### src/rtl/syn_sram_arb_if.sv
// Client and SRAM-driver bundle for the vcortex SRAM arbiter.
// The slave view is the arbiter; the master view is clients plus driver.
interface syn_sram_arb_if #(
    parameter int ADDR_W = 18,
    parameter int DATA_W = 16
);
    logic              vga_req;
    logic [ADDR_W-1:0] vga_addr;
    logic              vga_gnt;
    logic              vga_rd_valid;
    logic [DATA_W-1:0] vga_rd_data;
    logic              gpu_req;
    logic              gpu_wr;
    logic [ADDR_W-1:0] gpu_addr;
    logic [DATA_W-1:0] gpu_wr_data;
    logic              gpu_gnt;
    logic              gpu_rd_valid;
    logic [DATA_W-1:0] gpu_rd_data;
    logic              sram_req;
    logic              sram_wr;
    logic [ADDR_W-1:0] sram_addr;
    logic [DATA_W-1:0] sram_wr_data;
    logic              sram_ready;
    logic              sram_rd_valid;
    logic [DATA_W-1:0] sram_rd_data;

    modport slave (
        input  vga_req, vga_addr,
        input  gpu_req, gpu_wr, gpu_addr, gpu_wr_data,
        input  sram_ready, sram_rd_valid, sram_rd_data,
        output vga_gnt, vga_rd_valid, vga_rd_data,
        output gpu_gnt, gpu_rd_valid, gpu_rd_data,
        output sram_req, sram_wr, sram_addr, sram_wr_data
    );

    modport master (
        output vga_req, vga_addr,
        output gpu_req, gpu_wr, gpu_addr, gpu_wr_data,
        output sram_ready, sram_rd_valid, sram_rd_data,
        input  vga_gnt, vga_rd_valid, vga_rd_data,
        input  gpu_gnt, gpu_rd_valid, gpu_rd_data,
        input  sram_req, sram_wr, sram_addr, sram_wr_data
    );
endinterface

### src/rtl/syn_sram_arb.sv
// Two-client SRAM arbiter: VGA fixed priority, GPU starvation guard,
// in-order tag FIFO steering read returns back to the issuing client.
module syn_sram_arb #(
    parameter int ADDR_W     = 18,
    parameter int DATA_W     = 16,
    parameter int MAX_OUTST  = 4,
    parameter int STARVE_MAX = 8
) (
    input  logic           clk_ir,
    input  logic           rst_sync_l,
    syn_sram_arb_if.slave  bus
);
    localparam int PTR_W = (MAX_OUTST > 1) ? $clog2(MAX_OUTST) : 1;
    localparam int CNT_W = $clog2(MAX_OUTST + 1);
    localparam int ST_W  = $clog2(STARVE_MAX + 1);

    logic [MAX_OUTST-1:0] tag_q, tag_d;
    logic [PTR_W-1:0]     wptr_q, wptr_d;
    logic [PTR_W-1:0]     rptr_q, rptr_d;
    logic [CNT_W-1:0]     cnt_q, cnt_d;
    logic [ST_W-1:0]      starve_q, starve_d;
    logic                 vga_v_q, vga_v_d;
    logic                 gpu_v_q, gpu_v_d;
    logic [DATA_W-1:0]    vga_data_q, vga_data_d;
    logic [DATA_W-1:0]    gpu_data_q, gpu_data_d;
    logic                 err_q, err_d;

    logic force_gpu, sel_vga, sel_gpu, sel_rd, block;
    logic vga_gnt, gpu_gnt, push, pop, pop_tag;

    // Outputs are held at 0 while reset is asserted, even with live requests.
    always_comb begin
        force_gpu = bus.gpu_req && (starve_q == ST_W'(STARVE_MAX));
        sel_vga   = rst_sync_l && bus.vga_req && !force_gpu;
        sel_gpu   = rst_sync_l && !sel_vga && bus.gpu_req;
        sel_rd    = sel_vga || (sel_gpu && !bus.gpu_wr);
        block     = sel_rd && (cnt_q == CNT_W'(MAX_OUTST));
        vga_gnt   = sel_vga && bus.sram_ready && !block;
        gpu_gnt   = sel_gpu && bus.sram_ready && !block;
        push      = vga_gnt || (gpu_gnt && !bus.gpu_wr);
        pop       = bus.sram_rd_valid && (cnt_q != '0);
        pop_tag   = tag_q[rptr_q];
    end

    assign bus.vga_gnt      = vga_gnt;
    assign bus.gpu_gnt      = gpu_gnt;
    assign bus.sram_req     = (sel_vga || sel_gpu) && !block;
    assign bus.sram_wr      = sel_gpu && bus.gpu_wr;
    assign bus.sram_addr    = sel_vga ? bus.vga_addr :
                              sel_gpu ? bus.gpu_addr : '0;
    assign bus.sram_wr_data = (sel_gpu && bus.gpu_wr) ? bus.gpu_wr_data : '0;
    assign bus.vga_rd_valid = vga_v_q;
    assign bus.vga_rd_data  = vga_data_q;
    assign bus.gpu_rd_valid = gpu_v_q;
    assign bus.gpu_rd_data  = gpu_data_q;

    always_comb begin
        tag_d      = tag_q;
        wptr_d     = wptr_q;
        rptr_d     = rptr_q;
        cnt_d      = cnt_q;
        starve_d   = starve_q;
        vga_v_d    = 1'b0;
        gpu_v_d    = 1'b0;
        vga_data_d = vga_data_q;
        gpu_data_d = gpu_data_q;
        err_d      = err_q;

        if (push) begin
            tag_d[wptr_q] = gpu_gnt;
            wptr_d        = wptr_q + 1'b1;
        end
        if (pop) begin
            rptr_d = rptr_q + 1'b1;
            if (pop_tag) begin
                gpu_v_d    = 1'b1;
                gpu_data_d = bus.sram_rd_data;
            end else begin
                vga_v_d    = 1'b1;
                vga_data_d = bus.sram_rd_data;
            end
        end
        // Returns with nothing outstanding are dropped but remembered.
        if (bus.sram_rd_valid && !pop)
            err_d = 1'b1;

        unique case ({push, pop})
            2'b10:   cnt_d = cnt_q + 1'b1;
            2'b01:   cnt_d = cnt_q - 1'b1;
            default: cnt_d = cnt_q;
        endcase

        if (!bus.gpu_req || gpu_gnt)
            starve_d = '0;
        else if (vga_gnt && starve_q != ST_W'(STARVE_MAX))
            starve_d = starve_q + 1'b1;
    end

    always_ff @(posedge clk_ir or negedge rst_sync_l) begin
        if (!rst_sync_l) begin
            tag_q      <= '0;
            wptr_q     <= '0;
            rptr_q     <= '0;
            cnt_q      <= '0;
            starve_q   <= '0;
            vga_v_q    <= 1'b0;
            gpu_v_q    <= 1'b0;
            vga_data_q <= '0;
            gpu_data_q <= '0;
            err_q      <= 1'b0;
        end else begin
            tag_q      <= tag_d;
            wptr_q     <= wptr_d;
            rptr_q     <= rptr_d;
            cnt_q      <= cnt_d;
            starve_q   <= starve_d;
            vga_v_q    <= vga_v_d;
            gpu_v_q    <= gpu_v_d;
            vga_data_q <= vga_data_d;
            gpu_data_q <= gpu_data_d;
            err_q      <= err_d;
        end
    end
endmodule

### src/flat_wrapper.sv
// flat-port wrapper written by rule: the top's interface ports become plain ports
module syn_sram_arb_flat 
#(
    parameter int ADDR_W     = 18,
    parameter int DATA_W     = 16,
    parameter int MAX_OUTST  = 4,
    parameter int STARVE_MAX = 8
)
  (clk_ir, rst_sync_l, bus_vga_req, bus_vga_addr, bus_gpu_req, bus_gpu_wr, bus_gpu_addr, bus_gpu_wr_data, bus_sram_ready, bus_sram_rd_valid, bus_sram_rd_data, bus_vga_gnt, bus_vga_rd_valid, bus_vga_rd_data, bus_gpu_gnt, bus_gpu_rd_valid, bus_gpu_rd_data, bus_sram_req, bus_sram_wr, bus_sram_addr, bus_sram_wr_data);
  syn_sram_arb_if #(.ADDR_W(ADDR_W), .DATA_W(DATA_W)) bus_i ();
  input  logic clk_ir;
  input  logic rst_sync_l;
  input wire logic [$bits(bus_i.vga_req)-1:0] bus_vga_req;
  input wire logic [$bits(bus_i.vga_addr)-1:0] bus_vga_addr;
  input wire logic [$bits(bus_i.gpu_req)-1:0] bus_gpu_req;
  input wire logic [$bits(bus_i.gpu_wr)-1:0] bus_gpu_wr;
  input wire logic [$bits(bus_i.gpu_addr)-1:0] bus_gpu_addr;
  input wire logic [$bits(bus_i.gpu_wr_data)-1:0] bus_gpu_wr_data;
  input wire logic [$bits(bus_i.sram_ready)-1:0] bus_sram_ready;
  input wire logic [$bits(bus_i.sram_rd_valid)-1:0] bus_sram_rd_valid;
  input wire logic [$bits(bus_i.sram_rd_data)-1:0] bus_sram_rd_data;
  output wire logic [$bits(bus_i.vga_gnt)-1:0] bus_vga_gnt;
  output wire logic [$bits(bus_i.vga_rd_valid)-1:0] bus_vga_rd_valid;
  output wire logic [$bits(bus_i.vga_rd_data)-1:0] bus_vga_rd_data;
  output wire logic [$bits(bus_i.gpu_gnt)-1:0] bus_gpu_gnt;
  output wire logic [$bits(bus_i.gpu_rd_valid)-1:0] bus_gpu_rd_valid;
  output wire logic [$bits(bus_i.gpu_rd_data)-1:0] bus_gpu_rd_data;
  output wire logic [$bits(bus_i.sram_req)-1:0] bus_sram_req;
  output wire logic [$bits(bus_i.sram_wr)-1:0] bus_sram_wr;
  output wire logic [$bits(bus_i.sram_addr)-1:0] bus_sram_addr;
  output wire logic [$bits(bus_i.sram_wr_data)-1:0] bus_sram_wr_data;
  assign bus_i.vga_req = bus_vga_req;
  assign bus_i.vga_addr = bus_vga_addr;
  assign bus_i.gpu_req = bus_gpu_req;
  assign bus_i.gpu_wr = bus_gpu_wr;
  assign bus_i.gpu_addr = bus_gpu_addr;
  assign bus_i.gpu_wr_data = bus_gpu_wr_data;
  assign bus_i.sram_ready = bus_sram_ready;
  assign bus_i.sram_rd_valid = bus_sram_rd_valid;
  assign bus_i.sram_rd_data = bus_sram_rd_data;
  assign bus_vga_gnt = bus_i.vga_gnt;
  assign bus_vga_rd_valid = bus_i.vga_rd_valid;
  assign bus_vga_rd_data = bus_i.vga_rd_data;
  assign bus_gpu_gnt = bus_i.gpu_gnt;
  assign bus_gpu_rd_valid = bus_i.gpu_rd_valid;
  assign bus_gpu_rd_data = bus_i.gpu_rd_data;
  assign bus_sram_req = bus_i.sram_req;
  assign bus_sram_wr = bus_i.sram_wr;
  assign bus_sram_addr = bus_i.sram_addr;
  assign bus_sram_wr_data = bus_i.sram_wr_data;
  syn_sram_arb #(.ADDR_W(ADDR_W), .DATA_W(DATA_W), .MAX_OUTST(MAX_OUTST), .STARVE_MAX(STARVE_MAX)) u_core (.clk_ir(clk_ir), .rst_sync_l(rst_sync_l), .bus(bus_i));
endmodule
### config.mk
export PLATFORM = sky130hd
export DESIGN_NAME = syn_sram_arb_flat
export DESIGN_NICKNAME = d
export VERILOG_FILES = /design/src/rtl/syn_sram_arb_if.sv /design/src/rtl/syn_sram_arb.sv /design/src/flat_wrapper.sv
export SDC_FILE = /design/constraint.sdc
export NUM_CORES = 1
export LEC_CHECK = 0
export ABC_CLOCK_PERIOD_IN_PS = 2850
export CAP_MARGIN = 10
export CORE_MARGIN = 2
export CORE_UTILIZATION = 38
export CTS_CLUSTER_DIAMETER = 50
export DETAILED_ROUTE_END_ITERATION = 7
export PLACE_DENSITY = 0.83
export RECOVER_POWER = 50
export SLEW_MARGIN = 20
export SYNTH_ARGS = -nofsm -noshare
export SYNTH_HDL_FRONTEND = slang
export SYNTH_SLANG_ARGS = --single-unit
### constraint.sdc
create_clock -name clk_ir -period 2.85 [get_ports clk_ir]
set_input_delay 0.57 -clock clk_ir [delete_from_list [all_inputs] [get_ports clk_ir]]
set_output_delay 0.57 -clock clk_ir [all_outputs]
set_load 0.005 [all_outputs]
# Word-level counts from Yosys, hierarchy flattened
# Cells that the tools add are included.
# Widths: inputs -> output; s select.
op_classes:
  n_addsub: 5
  magnitude_cmp: 3
  n_eq_ne: 5
  muxes: 15
  bitwise: 1
  reduce_logical: 31
ops:
  columns: ["op", "n"]
  rows:
  - ["$mux 18", 2]
  - ["$logic_and 1x1->1", 17]
  - ["$mux 16", 1]
  - ["$mux 4", 2]
  - ["$lt 2x3->1 const B", 2]
  - ["$mux 1", 6]
  - ["$pmux 3 s2", 1]
  - ["$logic_not 1->1", 5]
  - ["$add 2x1->2 const B", 2]
  - ["$add 4x1->4 const B", 1]
  - ["$bwmux 4", 1]
  - ["$eq 4x4->1 const B", 1]
  - ["$logic_or 1x1->1", 4]
  - ["$ne 4x4->1 const B", 1]
  - ["$reduce_and 2->1", 2]
  - ["$reduce_bool 2->1", 2]
  - ["$add 3x1->3 const B", 1]
  - ["$eq 3x3->1 const B", 1]
  - ["$reduce_bool 3->1", 1]
  - ["$sub 3x1->3 const B", 1]
  - ["$bmux 1 s2", 1]
  - ["$demux 1 s2", 1]
  - ["$eq 2x1->1 const B", 1]
  - ["$eq 2x2->1 const B", 1]
  - ["other kinds (2)", 2]
word_totals:
  regBits: 49
  in_bits: 75
  output_inout_bits: 72
  elab_cells: 69

# Logic depth before layout (Yosys ltp)
depth:
  ltp_word: 16
  depth_mapped: 12

# Least setup slack after synthesis
# No wires, ideal clock.
synth_path:
  path_type: "reg2reg"
  startpoint: "reg u_core.starve_q[0]"
  endpoint: "reg u_core.cnt_q[2]"
  setup_ns: 0.079
  t_arrival_ns: 2.216
  setup_slack_ns: 0.555
  stages_incl_launch_ff: 13
  path_buffers: 0
  period_less_slack_ns: 2.295
  path_cell_list: "dfrtp_1 inv_1 ha_1 nand4b_1 a2bb2oi_1 nor2_1 inv_1 ha_1 inv_1 fa_1 xor2_1 nor2_1 xor2_1"
synth_between:
  elab_chain_cells: 16
  word_cells_on_any_way: 21
synth_lines:
  columns: ["item", "line", "rtl"]
  rows:
  - ["start, declared", "syn_sram_arb.sv:21", "logic [ST_W-1:0] starve_q, starve_d;"]
  - ["start signal, assigned", "syn_sram_arb.sv:116", "starve_q <= starve_d;"]
  - ["$eq 4x4->1 *", "syn_sram_arb.sv:33", "force_gpu = bus.gpu_req && (starve_q == ST_W'(STARVE_MAX));"]
  - ["$logic_and 1x1->1 *", "syn_sram_arb.sv:33", null]
  - ["$logic_not 1->1 *", "syn_sram_arb.sv:34", "sel_vga = rst_sync_l && bus.vga_req && !force_gpu;"]
  - ["$logic_and 1x1->1 *", "syn_sram_arb.sv:34", null]
  - ["$logic_not 1->1", "syn_sram_arb.sv:35", "sel_gpu = rst_sync_l && !sel_vga && bus.gpu_req;"]
  - ["$logic_and 1x1->1 (2 in series)", "syn_sram_arb.sv:35", null]
  - ["$logic_and 1x1->1", "syn_sram_arb.sv:36", "sel_rd = sel_vga || (sel_gpu && !bus.gpu_wr);"]
  - ["$logic_or 1x1->1", "syn_sram_arb.sv:36", null]
  - ["$logic_and 1x1->1", "syn_sram_arb.sv:37", "block = sel_rd && (cnt_q == CNT_W'(MAX_OUTST));"]
  - ["$logic_not 1->1", "syn_sram_arb.sv:38, syn_sram_arb.sv:39", null]
  - ["$logic_and 1x1->1", "syn_sram_arb.sv:39", "gpu_gnt = sel_gpu && bus.sram_ready && !block;"]
  - ["$logic_and 1x1->1", "syn_sram_arb.sv:40", "push = vga_gnt || (gpu_gnt && !bus.gpu_wr);"]
  - ["$logic_or 1x1->1 *", "syn_sram_arb.sv:40", null]
  - ["$eq 2x1->1 or $eq 2x2->1 (tied branches)", "syn_sram_arb.sv:87", "unique case ({push, pop})"]
  - ["$pmux 3 s2 or $reduce_bool 2->1 (tied branches)", null, null]
  - ["end signal, assigned", "syn_sram_arb.sv:115", "cnt_q <= cnt_d;"]
  - ["end, declared", "syn_sram_arb.sv:20", "logic [CNT_W-1:0] cnt_q, cnt_d;"]
# Every way passes the cells marked *; elsewhere a longest branch is shown, timed or not.
# A chain may end at the register's enable or synchronous reset.

# Worst setup path in the final report
layout_path:
  startpoint: "reg u_core.starve_q[0]"
  endpoint: "out bus_sram_addr[12]"
layout_between:
  elab_chain_cells: 9
layout_lines:
  columns: ["item", "line", "rtl"]
  rows:
  - ["$eq 4x4->1 *", "syn_sram_arb.sv:33", null]
  - ["$logic_and 1x1->1 *", "syn_sram_arb.sv:33", null]
  - ["$logic_not 1->1 *", "syn_sram_arb.sv:34", null]
  - ["$logic_and 1x1->1 *", "syn_sram_arb.sv:34", null]
  - ["$logic_not 1->1", "syn_sram_arb.sv:35", null]
  - ["$logic_and 1x1->1 (2 in series)", "syn_sram_arb.sv:35", null]
  - ["$mux 18", "syn_sram_arb.sv:50", "sel_gpu ? bus.gpu_addr : '0;"]
  - ["$mux 18 *", "syn_sram_arb.sv:49", "assign bus.sram_addr = sel_vga ? bus.vga_addr :"]
  - ["end, declared", "flat_wrapper.sv:30", "output wire logic [$bits(bus_i.sram_addr)-1:0] bus_sram_addr;"]
# Marks and branches as above.

==> flow_metrics.env <==
export IMPL_p_total_w=0.00303
export IMPL_ios=147
export IMPL_yosys_area_top_type="dfrtp_1"
export IMPL_status="finished, violations left"
export IMPL_synthTopCellsByCount="dfrtp_1 (49), mux2_2 (27), a22o_1 (18), and3_1 (18)"
export IMPL_grt_pass1_wl_um=11200
export IMPL_core_um2=6420
export IMPL_nets=441
export IMPL_cp_required_ns=2.28
export IMPL_stdcell_count=435
export IMPL_dr_pass1_iters=7
export IMPL_powerDensity_nw_per_um2=690
export IMPL_synth_area_leaders="dfrtp_1 (48%), mux2_2 (12%), a22o_1 (6.2%), mux2_4 (5.9%), and3_1 (4.4%)"
export IMPL_cp_end_kind="primary output"
export IMPL_tightest_slew_ns=1.21
export IMPL_antenna_found_initial=0
export IMPL_crit_type="register to primary output"
export IMPL_slowest_delay_ns=0.49
export IMPL_hold_class="register to register"
export IMPL_ys_ff_latch=49
export IMPL_synthFlopType="dfrtp_1"
export IMPL_port_buffers=146
export IMPL_crit_fanout=10
export IMPL_fp_row_count=29
export IMPL_drc=15
export IMPL_grt_pass1_vias=2200
export IMPL_cp_arrival_ns=2.21
export IMPL_drive_above_1_share_pct=18.7
export IMPL_via_per_inst=5.01
export IMPL_globalplace_congestion=0.839
export IMPL_clk_pin_slew_ns=0.08
export IMPL_synth_avg_cell_area_um2=12.7
export IMPL_cp_cell_sequence="inv_2, ha_2, nand3b_1, a21oi_4, buf_12, buf_8, a22o_1, clkdlybuf4s50_1"
export IMPL_dp_hpwl_um=5470
export IMPL_clk_latency_ns=0.30
export IMPL_synth_cell_types=36
export IMPL_drtIter0Drc=94
export IMPL_synth_edf_count=0
export IMPL_syn_cell_area_um2=2550
export IMPL_startpoint="u_core.starve_q[0]"
export IMPL_cts_made_buffers=5
export IMPL_ys_seq_area_share_pct=48.2
export IMPL_clkSinkCount=49
export IMPL_hold_viol=0
export IMPL_dp_cells=420
export IMPL_drv_slew=0
export IMPL_finish_utilization_pct=68.4
export IMPL_peakVddDrop_mv=0.616
export IMPL_wl_per_cell_um=17.2
export IMPL_reg2reg_from="u_core.cnt_q[0]"
export IMPL_clockRootBuffer="clkbuf_8"
export IMPL_overflow=0
export IMPL_dieWidth_um=85.9
export IMPL_start_util_pct=39.6
export IMPL_p_leak_nw=2.52
export IMPL_placed_cell_area_um2=4110
export IMPL_postCtsHoldBufs=0
export IMPL_postLayoutCellArea_um2=4390
export IMPL_antenna_cells=0
export IMPL_critPathBufInv=4
export IMPL_timing_slew_headroom_pct=19.6
export IMPL_dieArea_um2=7370
export IMPL_synth_top_cell_area_share_pct=48.2
export IMPL_async_flop_share_pct=100
export IMPL_finalSetupViolCount=0
export IMPL_yosysMostFrequentCell="dfrtp_1"
export IMPL_drt_total_wl_um=7500
export IMPL_htreeDepth=2
export IMPL_post_route_period_util_pct=97.6
export IMPL_fin_skew_ns=0.00646
export IMPL_cts_tree="done"
export IMPL_syn_to_final_growth_pct=72.6
export IMPL_netlist_instances=200
export IMPL_drv_cap=0
export IMPL_period_minus_slack_ns=2.78
export IMPL_cp_top_family="buffers and inverters"
export IMPL_syn_nets=283
export IMPL_fmax_mhz=359
export IMPL_grt_usage_pct=19.2
export IMPL_startpoint_type="register"
export IMPL_cpMaxStageDelayCell="clkdlybuf4s50_1"
export IMPL_min_from="u_core.rptr_q[1]"
export IMPL_yosys_warnings=0
export IMPL_hold_ws_ns=0.490
export IMPL_grt_start_max_net_pins=52
export IMPL_ant_nets=0
export IMPL_die_y_um=85.9
export IMPL_cts_path_max_buffers=2
export IMPL_vias=2179
export IMPL_violations="DRC"
-- logic make-up after synthesis --
logic type / count (synthesis) / share of synthesized area [%]
DFF: 49 / 48.2
and+or+nand+nor: 46 / 12.0
muxes: 39 / 19.1
AOI/OAI and AO/OA: 29 / 9.34
buffers and inverters: 21 / 4.42
xor gates and xnor gates: 8 / 2.75
adders and majority gates: 8 / 4.23
-- metrics by stage --
stage,worst slack [ns],TNS (ns)
final,0.0681,0
after global routing,-0.0223,-0.0223
after detailed placement,-0.0232,-0.107
after global placement,0.0455,0
after CTS,0.00242,0
after floorplan,0.555,0
-- layout make-up --
| type | count | area [um2] |
|---|---|---|
| Inverter | 10 | 37.5 |
| Sequential cell | 49 | 1230 |
| Multi-Input combinational cell | 130 | 1200 |
| Tap cell | 77 | 96.3 |
| Fill cell | 481 | 2030 |
| Clock buffer | 7 | 86.3 |
| Timing Repair Buffer | 162 | 1740 |
-- flip-flops by register name (all words and copies together) (netlist names) --
name                     cells
u_core.bus.gpu_rd_data      16
u_core.bus.gpu_rd_valid      1
u_core.tag_q                 4
u_core.bus.vga_rd_data      16
u_core.bus.vga_rd_valid      1
u_core.rptr_q                2
u_core.cnt_q                 3
u_core.starve_q              4
u_core.wptr_q                2
-- layout by cell type, fill, tap and decap left out, types with 2 or more instances in the layout --
cell type,n
clkdlybuf4s50_1,79
dfrtp_1,49
dlymetal6s2s_1,36
dlygate4sd3_1,30
mux2_2,27
a22o_1,18
and3_1,18
mux2_4,10
inv_1,9
buf_4,7
xnor2_1,6
ha_1,6
clkbuf_8,6
nand2_1,5
o21ai_0,5
nor2_1,4
nor3b_1,4
and2_1,3
clkbuf_1,3
buf_12,3
a21oi_1,2
xor2_1,2
clkbuf_16,2
-- metal layers --
layer	vias up	track usage (%)	wire (um)
met5	-	0	0
met4	0	4.47	143
met3	10	7.89	874
met2	110	33.0	3700
met1	1032	22.3	2790
li1	1027	-	-
-- power by group --
part	leakage, nW	switching, W	internal (W)
Combinational	1.87	0.000516	0.000914
Clock	0.0443	0.000211	0.000193
Sequential	0.601	0.000183	0.00102
-- final timing paths --
kind | end | depth (start not counted) | slack (ns)
worst min-delay path | u_core.rptr_q[1] | 1 | 0.49
worst min register to register | u_core.rptr_q[1] | 1 | 0.49
max in group asynchronous | u_core.bus.vga_rd_data[7] | 2 | 1.34
min in group asynchronous | u_core.starve_q[2] | 2 | 0.79
worst max register to register | u_core.bus.gpu_rd_data[15] | 4 | 0.27
worst max-delay path | bus_sram_addr[12] | 8 | 0.07
-- what timing repair did --
| item | CTS | global route |
|---|---|---|
| pin swaps | 1 | 1 |
| cloned | 0 | 4 |
| buffers inserted | 0 | 4 |
| gates resized for setup | 1 | 41 |
| endpoints found under the setup margin | 20 | 36 |
No activity file was read; power rests on OpenSTA's default activity.
